`config.mk`:
```
export PLATFORM = sky130hd
export DESIGN_NAME = cordic_floatingpoint_addsub_normalize_flat
export DESIGN_NICKNAME = d
export VERILOG_FILES = /design/src/rtl/cordic_floatingpoint_addsub_normalize_if.sv /design/src/rtl/cordic_floatingpoint_addsub_normalize.sv /design/src/flat_wrapper.sv
export SDC_FILE = /design/constraint.sdc
export NUM_CORES = 1
export LEC_CHECK = 0
export CAP_MARGIN = 20
export CORE_MARGIN = 2
export CORE_UTILIZATION = 60
export CTS_CLUSTER_DIAMETER = 40
export DETAILED_ROUTE_END_ITERATION = 10
export PLACE_DENSITY = 0.86
export SYNTH_ARGS = -nofsm -noshare
export SYNTH_HDL_FRONTEND = slang
export SYNTH_SLANG_ARGS = --single-unit
```
`constraint.sdc`:
```
create_clock -name clk -period 6 [get_ports clk]
set_clock_uncertainty 0.15 [all_clocks]
set_input_delay 0.9 -clock clk [delete_from_list [all_inputs] [get_ports clk]]
set_output_delay 0.9 -clock clk [all_outputs]
set_load 0.05 [all_outputs]
```
`src/rtl/cordic_floatingpoint_addsub_normalize_if.sv`:
```
// Handshake and data bundle between the mantissa adder, the post-add normalizer and its consumer.
// The slave modport is the normalizer's view; the master modport is the upstream/downstream view.
interface cordic_floatingpoint_addsub_normalize_if #(
    parameter int MANT_W = 24,
    parameter int EXP_W  = 8
);
    logic                in_valid;
    logic                in_ready;
    logic [MANT_W+1:0]   in_sum;
    logic [EXP_W-1:0]    in_exp;
    logic                out_valid;
    logic                out_ready;
    logic                out_sign;
    logic [EXP_W-1:0]    out_exp;
    logic [MANT_W-2:0]   out_mant;
    logic                out_zero;
    logic                out_ovf;
    logic                out_unf;

    modport slave (
        input  in_valid, in_sum, in_exp, out_ready,
        output in_ready, out_valid, out_sign, out_exp, out_mant,
               out_zero, out_ovf, out_unf
    );

    modport master (
        output in_valid, in_sum, in_exp, out_ready,
        input  in_ready, out_valid, out_sign, out_exp, out_mant,
               out_zero, out_ovf, out_unf
    );
endinterface

```
`src/rtl/cordic_floatingpoint_addsub_normalize.sv`:
```
// Post-add normalizer: signed mantissa sum -> sign/magnitude, leading-one shift, exponent adjust.
// Latency 2 cycles (S1 magnitude/LZC, S2 shift + output regs), 1 result/cycle unstalled.
// Backpressure: both stages stall on !out_ready, holding up to 2 items; CORDIC_FP_NORM_SAT_EN saturates ovf/unf.
module cordic_floatingpoint_addsub_normalize #(
    parameter int MANT_W = 24,
    parameter int EXP_W  = 8
) (
    input  logic clk,
    input  logic rst_n,
    cordic_floatingpoint_addsub_normalize_if.slave bus
);
    localparam int KW = $clog2(MANT_W);

    typedef struct packed {
        logic              sign;
        logic [EXP_W-1:0]  exp;
        logic [MANT_W-2:0] mant;
        logic              zero;
        logic              ovf;
        logic              unf;
    } res_t;

    logic              s1_valid_q, s1_valid_d;
    logic              s1_sign_q,  s1_sign_d;
    logic [MANT_W:0]   s1_mag_q,   s1_mag_d;
    logic [KW-1:0]     s1_k_q,     s1_k_d;
    logic [EXP_W-1:0]  s1_exp_q,   s1_exp_d;
    logic              s2_valid_q, s2_valid_d;
    res_t              res_q,      res_d;

    logic              s2_load;
    logic              s1_adv;
    logic              in_rdy;
    logic              accept;
    logic [MANT_W:0]   mag_in;
    logic [KW-1:0]     lz_in;
    logic              zero_n;
    logic              carry_n;
    logic [EXP_W:0]    exp_ext;
    logic [MANT_W-1:0] mant_n;
    logic              ovf_n;
    logic              unf_n;

    always_comb begin
        s2_load = !s2_valid_q || bus.out_ready;
        s1_adv  = s1_valid_q && s2_load;
        in_rdy  = !s1_valid_q || s1_adv;
        accept  = bus.in_valid && in_rdy;
    end

    // Only the low MANT_W+1 bits of the magnitude are legal, so negate just those bits.
    always_comb begin
        mag_in = bus.in_sum[MANT_W+1] ? (~bus.in_sum[MANT_W:0] + 1'b1) : bus.in_sum[MANT_W:0];
        lz_in  = KW'(MANT_W - 1);
        for (int i = 0; i < MANT_W; i++) begin
            if (mag_in[i]) lz_in = KW'(MANT_W - 1 - i);
        end
    end

    always_comb begin
        s1_valid_d = s1_valid_q;
        s1_sign_d  = s1_sign_q;
        s1_mag_d   = s1_mag_q;
        s1_k_d     = s1_k_q;
        s1_exp_d   = s1_exp_q;
        if (accept) begin
            s1_valid_d = 1'b1;
            s1_sign_d  = bus.in_sum[MANT_W+1];
            s1_mag_d   = mag_in;
            s1_k_d     = lz_in;
            s1_exp_d   = bus.in_exp;
        end else if (s1_adv) begin
            s1_valid_d = 1'b0;
        end
    end

    always_comb begin
        zero_n  = (s1_mag_q == '0);
        carry_n = s1_mag_q[MANT_W];
        exp_ext = carry_n ? ({1'b0, s1_exp_q} + 1'b1)
                          : ({1'b0, s1_exp_q} - (EXP_W+1)'(s1_k_q));
        mant_n  = carry_n ? s1_mag_q[MANT_W:1] : (s1_mag_q[MANT_W-1:0] << s1_k_q);
        ovf_n   = !zero_n && carry_n && exp_ext[EXP_W];
        unf_n   = !zero_n && !carry_n && ((EXP_W+1)'(s1_k_q) >= {1'b0, s1_exp_q});
    end

    always_comb begin
        res_d      = res_q;
        s2_valid_d = s2_valid_q;
        if (s2_load) begin
            s2_valid_d = s1_valid_q;
            if (s1_valid_q) begin
                res_d.sign = s1_sign_q;
                res_d.exp  = exp_ext[EXP_W-1:0];
                res_d.mant = mant_n[MANT_W-2:0];
                res_d.zero = 1'b0;
                res_d.ovf  = ovf_n;
                res_d.unf  = unf_n;
`ifdef CORDIC_FP_NORM_SAT_EN
                if (ovf_n) begin
                    res_d.exp  = '1;
                    res_d.mant = '0;
                end
                if (unf_n) begin
                    res_d.exp  = '0;
                    res_d.mant = '0;
                end
`endif
                if (zero_n) begin
                    res_d = '0;
                    res_d.zero = 1'b1;
                end
            end
        end
    end

    always_ff @(posedge clk or negedge rst_n) begin
        if (!rst_n) begin
            s1_valid_q <= 1'b0;
            s1_sign_q  <= 1'b0;
            s1_mag_q   <= '0;
            s1_k_q     <= '0;
            s1_exp_q   <= '0;
            s2_valid_q <= 1'b0;
            res_q      <= '0;
        end else begin
            s1_valid_q <= s1_valid_d;
            s1_sign_q  <= s1_sign_d;
            s1_mag_q   <= s1_mag_d;
            s1_k_q     <= s1_k_d;
            s1_exp_q   <= s1_exp_d;
            s2_valid_q <= s2_valid_d;
            res_q      <= res_d;
        end
    end

    assign bus.in_ready  = in_rdy;
    assign bus.out_valid = s2_valid_q;
    assign bus.out_sign  = res_q.sign;
    assign bus.out_exp   = res_q.exp;
    assign bus.out_mant  = res_q.mant;
    assign bus.out_zero  = res_q.zero;
    assign bus.out_ovf   = res_q.ovf;
    assign bus.out_unf   = res_q.unf;
endmodule

```
`src/flat_wrapper.sv`:
```
// flat-port wrapper written by rule: the top's interface ports become plain ports
module cordic_floatingpoint_addsub_normalize_flat 
#(
    parameter int MANT_W = 24,
    parameter int EXP_W  = 8
)
  (clk, rst_n, bus_in_valid, bus_in_sum, bus_in_exp, bus_out_ready, bus_in_ready, bus_out_valid, bus_out_sign, bus_out_exp, bus_out_mant, bus_out_zero, bus_out_ovf, bus_out_unf);
  cordic_floatingpoint_addsub_normalize_if #(.MANT_W(MANT_W), .EXP_W(EXP_W)) bus_i ();
  input  logic clk;
  input  logic rst_n;
  input wire logic [$bits(bus_i.in_valid)-1:0] bus_in_valid;
  input wire logic [$bits(bus_i.in_sum)-1:0] bus_in_sum;
  input wire logic [$bits(bus_i.in_exp)-1:0] bus_in_exp;
  input wire logic [$bits(bus_i.out_ready)-1:0] bus_out_ready;
  output wire logic [$bits(bus_i.in_ready)-1:0] bus_in_ready;
  output wire logic [$bits(bus_i.out_valid)-1:0] bus_out_valid;
  output wire logic [$bits(bus_i.out_sign)-1:0] bus_out_sign;
  output wire logic [$bits(bus_i.out_exp)-1:0] bus_out_exp;
  output wire logic [$bits(bus_i.out_mant)-1:0] bus_out_mant;
  output wire logic [$bits(bus_i.out_zero)-1:0] bus_out_zero;
  output wire logic [$bits(bus_i.out_ovf)-1:0] bus_out_ovf;
  output wire logic [$bits(bus_i.out_unf)-1:0] bus_out_unf;
  assign bus_i.in_valid = bus_in_valid;
  assign bus_i.in_sum = bus_in_sum;
  assign bus_i.in_exp = bus_in_exp;
  assign bus_i.out_ready = bus_out_ready;
  assign bus_in_ready = bus_i.in_ready;
  assign bus_out_valid = bus_i.out_valid;
  assign bus_out_sign = bus_i.out_sign;
  assign bus_out_exp = bus_i.out_exp;
  assign bus_out_mant = bus_i.out_mant;
  assign bus_out_zero = bus_i.out_zero;
  assign bus_out_ovf = bus_i.out_ovf;
  assign bus_out_unf = bus_i.out_unf;
  cordic_floatingpoint_addsub_normalize #(.MANT_W(MANT_W), .EXP_W(EXP_W)) u_core (.clk(clk), .rst_n(rst_n), .bus(bus_i));
endmodule
```
---- Word-level counts from Yosys, hierarchy flattened ----
Cells that the tools add are included.
W data, S select, Z words.
operators by class
  $add $sub $neg .......................... 3
  multipliers ............................. 0
  divide/modulo/power cells ............... 0
  order comparisons ....................... 1
  eq/ne operators ......................... 0
  shift operators ......................... 1
  muxes and demuxes ....................... 29
  bitwise logic cells ..................... 1
  reduce and logical (&&, ||, !) cells .... 15
operators with widths
  operator                 number
  $mux W5                  16
  $mux W35                 1
  $add A25 B1 Y25 const B  1
  $logic_not A25 Y1        1
  $mux W25                 1
  $not A25 Y25             1
  $shl A24 B5 Y23          1
  $mux W23                 1
  $mux W3                  4
  $add A8 B1 Y9 const B    1
  $mux W9                  1
  $sub A8 B5 Y9            1
  $ge A5 B8 Y1             1
  $logic_and A1 B1 Y1      6
  $logic_not A1 Y1         4
  $mux W2                  2
  $mux W1                  3
  $logic_or A1 B1 Y1       2
  $reduce_and A2 Y1        1
  $reduce_bool A2 Y1       1
word-level totals
  register bits after elaboration ......... 76
  bits in latches ......................... 0
  RAM bits ................................ 0
  bits in read-only memories .............. 0
  output and inout port bits .............. 37
  memories ................................ 0

---- Longest topological paths before layout ----
  depth after elaboration ................. 26
  mapped depth ............................ 11

---- Worst setup path before layout ----
No wires, ideal clock.
  kind .................................... input-to-reg
  start ................................... input port bus_in_sum[0]
  end ..................................... register u_core.s1_k_q[3]
  data arrival time ....................... 3,399 ps
  data required time ...................... 5,784 ps
  setup slack ............................. 2,385 ps
  stages .................................. 11
  buffers on the path ..................... 2
  path through ............................ inv_1 -> ha_1 -> or4b_1 -> clkbuf_1 -> or3_1 -> clkbuf_1 -> or4b_1 -> o21ai_0 -> a31oi_1 -> nor4b_4 -> a22o_1
between the ends
  word-level cells in the longest chain between the ends .. 19
ends and longest elaborated chain
  what                    RTL line                                      RTL
  start: declaration      flat_wrapper.sv:12                            input wire logic [$bits(bus_i.in_sum)-1:0] bus_in_sum;
  $not A25 Y25 (*)        cordic_floatingpoint_addsub_normalize.sv:53   mag_in = bus.in_sum[MANT_W+1] ? (~bus.in_sum[MANT_W:0] + 1'b1) : bus.in_sum[MANT_W:0];
  $add A25 B1 Y25 (*)     cordic_floatingpoint_addsub_normalize.sv:53
  $mux W25 (*)            cordic_floatingpoint_addsub_normalize.sv:53
  $mux W5 (15 in a row)   cordic_floatingpoint_addsub_normalize.sv:56   if (mag_in[i]) lz_in = KW'(MANT_W - 1 - i);
  $mux W5 (*)             cordic_floatingpoint_addsub_normalize.sv:56
  end signal: assignment  cordic_floatingpoint_addsub_normalize.sv:130  s1_k_q <= s1_k_d;
  end: declaration        cordic_floatingpoint_addsub_normalize.sv:26   logic [KW-1:0] s1_k_q, s1_k_d;
Mark *: on every way between the ends. The rest lies on a longest branch, timed or not.
A chain may end at the register's enable or synchronous reset.

---- Worst setup path in the final report ----
  start ................................... input port bus_in_sum[0]
  end ..................................... register u_core.s1_k_q[4]
The elaborated chain is that of the path after synthesis.

==> run_results.csv <==
group,metric,value,unit
global_routing,grt_antenna_before_repair,0,
sta,min_period_over_period,67.0,%
setup_path,critPathLaunch,"bus_in_sum[0]",
sta,rsz0062_at_grt,"false",
cells_and_area,diodes,0,
logic_synthesis,synth_area_leaders,"dfrtp_1, nand2_1, mux4_2",
setup_path,startpoint_type,"input port",
cells_and_area,final_net_count,726,
setup_path,crit_path_max_fanout,9,
setup_path,path_class,"in2reg",
min_path,hp-start,"u_core.bus.out_mant[3]",
drt,finalWirelength,14400,microns
logic_synthesis,synth_most_common_cell,"nand2_1",
logic_synthesis,synth.cell_area,5500,sq um
global_routing,grt_pass1_wl,23700,microns
logic_synthesis,ys_seq_area_share,34.6,%
floorplanning,dieHeight,99.7,microns
placement,dpl_cell_area,6200,sq um
drt,drc_errors,0,
sta,tns,0,ns
floorplanning,fp.dieW,99.7,microns
floorplanning,core-area,8810,sq um
drt,drt_iter0_markers,339,
drt,drtAntennaViolNets,0,
floorplanning,start_util,62.4,%
cells_and_area,drive_above_1_share,8.61,%
global_routing,grt_overflow,0,
logic_synthesis,syn_area_per_cell,8.62,sq um
drt,vias_per_cell,6.55,
sta,setup_violations,0,
run_status,outcome,"finished clean",
power,irDropWorstVdd,0.000178,V
floorplanning,fp-row-count,34,
clock_tree,post_cts_buffers,0,
floorplanning,dieArea,9940,sq um
logic_synthesis,synthFlopType,"dfrtp_1",
logic_synthesis,ys_ff_latch,76,
logic_synthesis,syn-num-nets,684,
clock_tree,cts.sinks,76,
sta,worst_pin_slew,1.00,ns
logic_synthesis,async_flop_share,100,%
power,power.density,345,nW/um^2
cells_and_area,final_cell_area,6460,sq um
logic_synthesis,ys_warn_count,0,
clock_tree,cts_hold_buf,0,
clock_tree,cts_max_level,3,
setup_path,crit_arrival,4.17,ns
setup_path,end_kind,"flop",
clock_tree,cts_tree,"built",
power,p_leak,2.62,nW
global_routing,track_usage,29.5,%
clock_tree,cts.clk_slew.worst_paths,0.08,ns
clock_tree,ctsResizeCount,0,
sta,slew_headroom,32.9,%
logic_synthesis,yosysTopAreaCellShare,34.6,%
drt,post_drt_wl_per_cell,18.1,microns
sta,drv_slew,0,
sta,fmax,0.249,GHz
placement,gp_congestion,0.926,
drt,route.vias.total,5195,
clock_tree,root_buffer,"clkbuf_8",
logic_synthesis,yosysUniqueCellTypes,66,
clock_tree,clock_path_buffers,2,
logic_synthesis,yosys.area.top_type,"dfrtp_1",
global_routing,grt_max_degree,77,
setup_path,rr_startpoint,"u_core.s1_k_q[2]",
sta,period_minus_slack,4.02,ns
global_routing,grt_pass1_vias,4899,
clock_tree,cts_buffers,9,
placement,place_hpwl,10200,microns
placement,port_buffers,74,
setup_path,worstPathRequired,6.15,ns
logic_synthesis,ys_top_cells_by_count,"nand2_1, dfrtp_1, o21ai_0, clkbuf_1, nor2_1",
logic_synthesis,syn_inst,638,
cells_and_area,syn_to_final_growth,17.6,%
min_path,hold_class,"reg2reg",
flow_run,cap_violations,0,
drt,firstDrtPassIters,5,
floorplanning,pin_count,75,
clock_tree,insertion_delay,0.36,ns
logic_synthesis,synth_edf_count,0,
sta,finalHoldViolCount,0,
## per-layer routing
metal | share of wire (%) | vias up | track usage, %
li1 | - | 2426 | -
met1 | 43 | 2466 | 40.5
met2 | 47 | 260 | 47.8
met3 | 7.2 | 43 | 3.87
met4 | 2.6 | 0 | 11.6
met5 | 0 | - | 0
## flip-flops by register name, summed over array words and instances (netlist names)
signal	count
u_core.bus.out_exp	8
u_core.bus.out_mant	23
u_core.bus.out_ovf	1
u_core.bus.out_sign	1
u_core.bus.out_unf	1
u_core.bus.out_valid	1
u_core.bus.out_zero	1
u_core.s1_exp_q	8
u_core.s1_k_q	5
u_core.s1_mag_q	25
u_core.s1_sign_q	1
u_core.s1_valid_q	1
## kinds of logic (layout without fill, tap and decap cells)
group / Yosys count / after routing / synth area share [%]
multiplexers: 42 / 42 / 11.3
adder cells (fa/ha/maj): 8 / 8 / 1.96
flip-flops: 76 / 76 / 34.6
AND/OR/NAND/NOR: 230 / 230 / 20.2
buffers and inverters: 69 / 116 / 5.12
AO/OA/AOI/OAI: 180 / 180 / 21.5
XOR/XNOR: 33 / 33 / 5.26
## path summary, 6_finish.rpt
check | endpoint | slack (ns) | cells past startpoint
min | u_core.bus.out_mant[3] | 0.33 | 2
min in group asynchronous | u_core.bus.out_exp[5] | 0.60 | 2
max | u_core.s1_k_q[4] | 1.98 | 10
max in group asynchronous | u_core.bus.out_mant[19] | 4.49 | 2
min reg2reg | u_core.bus.out_mant[3] | 0.33 | 2
max reg2reg | u_core.bus.out_exp[5] | 2.72 | 8
## layout by cell type (no fill, tap or decap), types with 17 or more instances in the layout
master and n:
inv_1 19, mux2i_1 17, dfrtp_1 76, nand2_1 113, nor2_1 26, clkdlybuf4s50_1 73, xor2_1 18, o21ai_0 66
a21oi_1 22
## critical path: stages
cell and delay, ns:
clkdlybuf4s50_1 0.49, inv_1 0.12, ha_1 0.22, or4b_1 0.61, or3_1 0.49, or4b_1 0.54, o21ai_0 0.15, a31oi_1 0.19
nor4b_4 0.28, a22o_1 0.17
## stage by stage
stage | util (%) | hold slack [ns] | cells | worst slack (ns) | power (mW)
after floorplan | - | 0.307 | 638 | 2.38 | 1.44
after global placement | 70.5 | 0.311 | 776 | 1.71 | 1.74
after detailed placement | 70.5 | 0.320 | 776 | 1.57 | 1.77
after CTS | 73.1 | 0.339 | 792 | 1.96 | 2.22
after global routing | 73.4 | 0.351 | 793 | 1.73 | 2.34
final | 73.4 | 0.330 | 793 | 1.98 | 2.23
## where the power goes
group	internal, mW	switching (mW)
Clock	0.249	0.203
Combinational	0.400	0.641
Sequential	0.625	0.113
Total	1.27	0.958
## area by class of cell
| type | instances | area, sq um |
|---|---|---|
| clock buffers | 10 | 138 |
| clock inverters | 6 | 95.1 |
| fillers | 677 | 2340 |
| inverters | 19 | 71.3 |
| multi-input cells | 493 | 3320 |
| flip-flops and latches | 76 | 1900 |
| well taps | 108 | 135 |
| repair buffers | 81 | 808 |
Power figures use the tool's default switching activity.
==> variant (config.mk and constraints unchanged) <==
`MANT_W` is set to 24 in 3 places; all go to 36.
--- a/src/rtl/cordic_floatingpoint_addsub_normalize_if.sv
+++ b/src/rtl/cordic_floatingpoint_addsub_normalize_if.sv
@@ -3,3 +3,3 @@
 interface cordic_floatingpoint_addsub_normalize_if #(
-    parameter int MANT_W = 24,
+    parameter int MANT_W = 36,
     parameter int EXP_W  = 8
--- a/src/rtl/cordic_floatingpoint_addsub_normalize.sv
+++ b/src/rtl/cordic_floatingpoint_addsub_normalize.sv
@@ -4,3 +4,3 @@
 module cordic_floatingpoint_addsub_normalize #(
-    parameter int MANT_W = 24,
+    parameter int MANT_W = 36,
     parameter int EXP_W  = 8
--- a/src/flat_wrapper.sv
+++ b/src/flat_wrapper.sv
@@ -3,3 +3,3 @@
 #(
-    parameter int MANT_W = 24,
+    parameter int MANT_W = 36,
     parameter int EXP_W  = 8
Interface: changed (resized bus_in_sum and bus_out_mant); port bits go from 75 to 99. No check against the original RTL was run, so the function may have changed too.
==> variant against the unedited design <==
- global-route usage up 2.2 points
- register-to-register slack lost 0.48 ns
- worst hold slack worse by 0.0012 ns
- setup slack got worse by 0.053 ns
- design area up 44%
- sequential cell count increased by 25
- power rose by 36%
- synthesized area is 47% higher
- routed wire length is 54% higher
- largest cell class unchanged
==> variant: results <==
[yosys]
synth_cell_types = 74
synth_xor_area_frac = 0.0445
synth_nets = 1047
syn_area_per_cell_um2 = 8.16

[worst_setup_path]
r2r_slack_ns = 2.24
reg2reg_depth = 9
crit_path_top_delay_cell = a2111oi_0
worstPathMaxFanout = 16
cp_top_family = compound AO/OA/AOI/OAI gates
cp-endpoint = u_core.s1_k_q[3]$_DFFE_PN0P_

[global_routing]
grt_pass1_wl_um = 36900
track_usage = 0.317
grt_pass1_vias = 7323
met3_usage = 0.0342

[place]
placed_cell_area_mm2 = 0.00905
dp_hpwl_um = 15900
place_inst = 1197

[power_and_ir_drop]
p_clk_frac = 0.183
comb-power_mw = 1.49
sw_frac_of_total = 0.447
ir_worst_vdd_v = 0.000169
power.leakage_nw = 3.76

[route]
highest_layer = met5
vias = 8003
routed_wl_um = 22200
met1Wirelength_um = 9330
wire_per_inst_um = 18.3
met2_length_um = 9920

[sta]
hold_ws_ns = 0.329
slew_headroom = 0.389
fin_ws_ns = 1.93

[cells_and_area]
layout-drive-gt1-share = 0.0762
largest_register_ffs = 37

[run_status]
outcome = complete, no violations
[variant: changes by cell type after synthesis, moves of 8 or more]
cell / change
o31ai_1: +8
mux2i_1: +27
dfrtp_1: +25
clkbuf_1: +22
a21oi_1: +11
o21ai_0: +38
nor2_1: +27
nand2_1: +97
mux4_2: +8
nand4_1: +10
a22oi_1: +17
[variant: cell type report]
| type | count | share of cell area |
|---|---|---|
| Clock inverter | 7 | 0.00603 |
| Tap cell | 176 | 0.0236 |
| Multi-Input combinational cell | 793 | 0.555 |
| Timing Repair Buffer | 110 | 0.114 |
| Clock buffer | 9 | 0.0241 |
| Sequential cell | 101 | 0.271 |
| Inverter | 17 | 0.00684 |
[variant: worst register-to-register path, cell delays in order (launching register included)]
cell,delay [ns]
dfrtp_1,0.85
inv_2,0.53
ha_1,0.54
o21ai_0,0.16
a21boi_0,0.18
o21ai_0,0.28
a21oi_1,0.17
o41ai_1,0.40
xnor2_1,0.20
o31ai_1,0.21
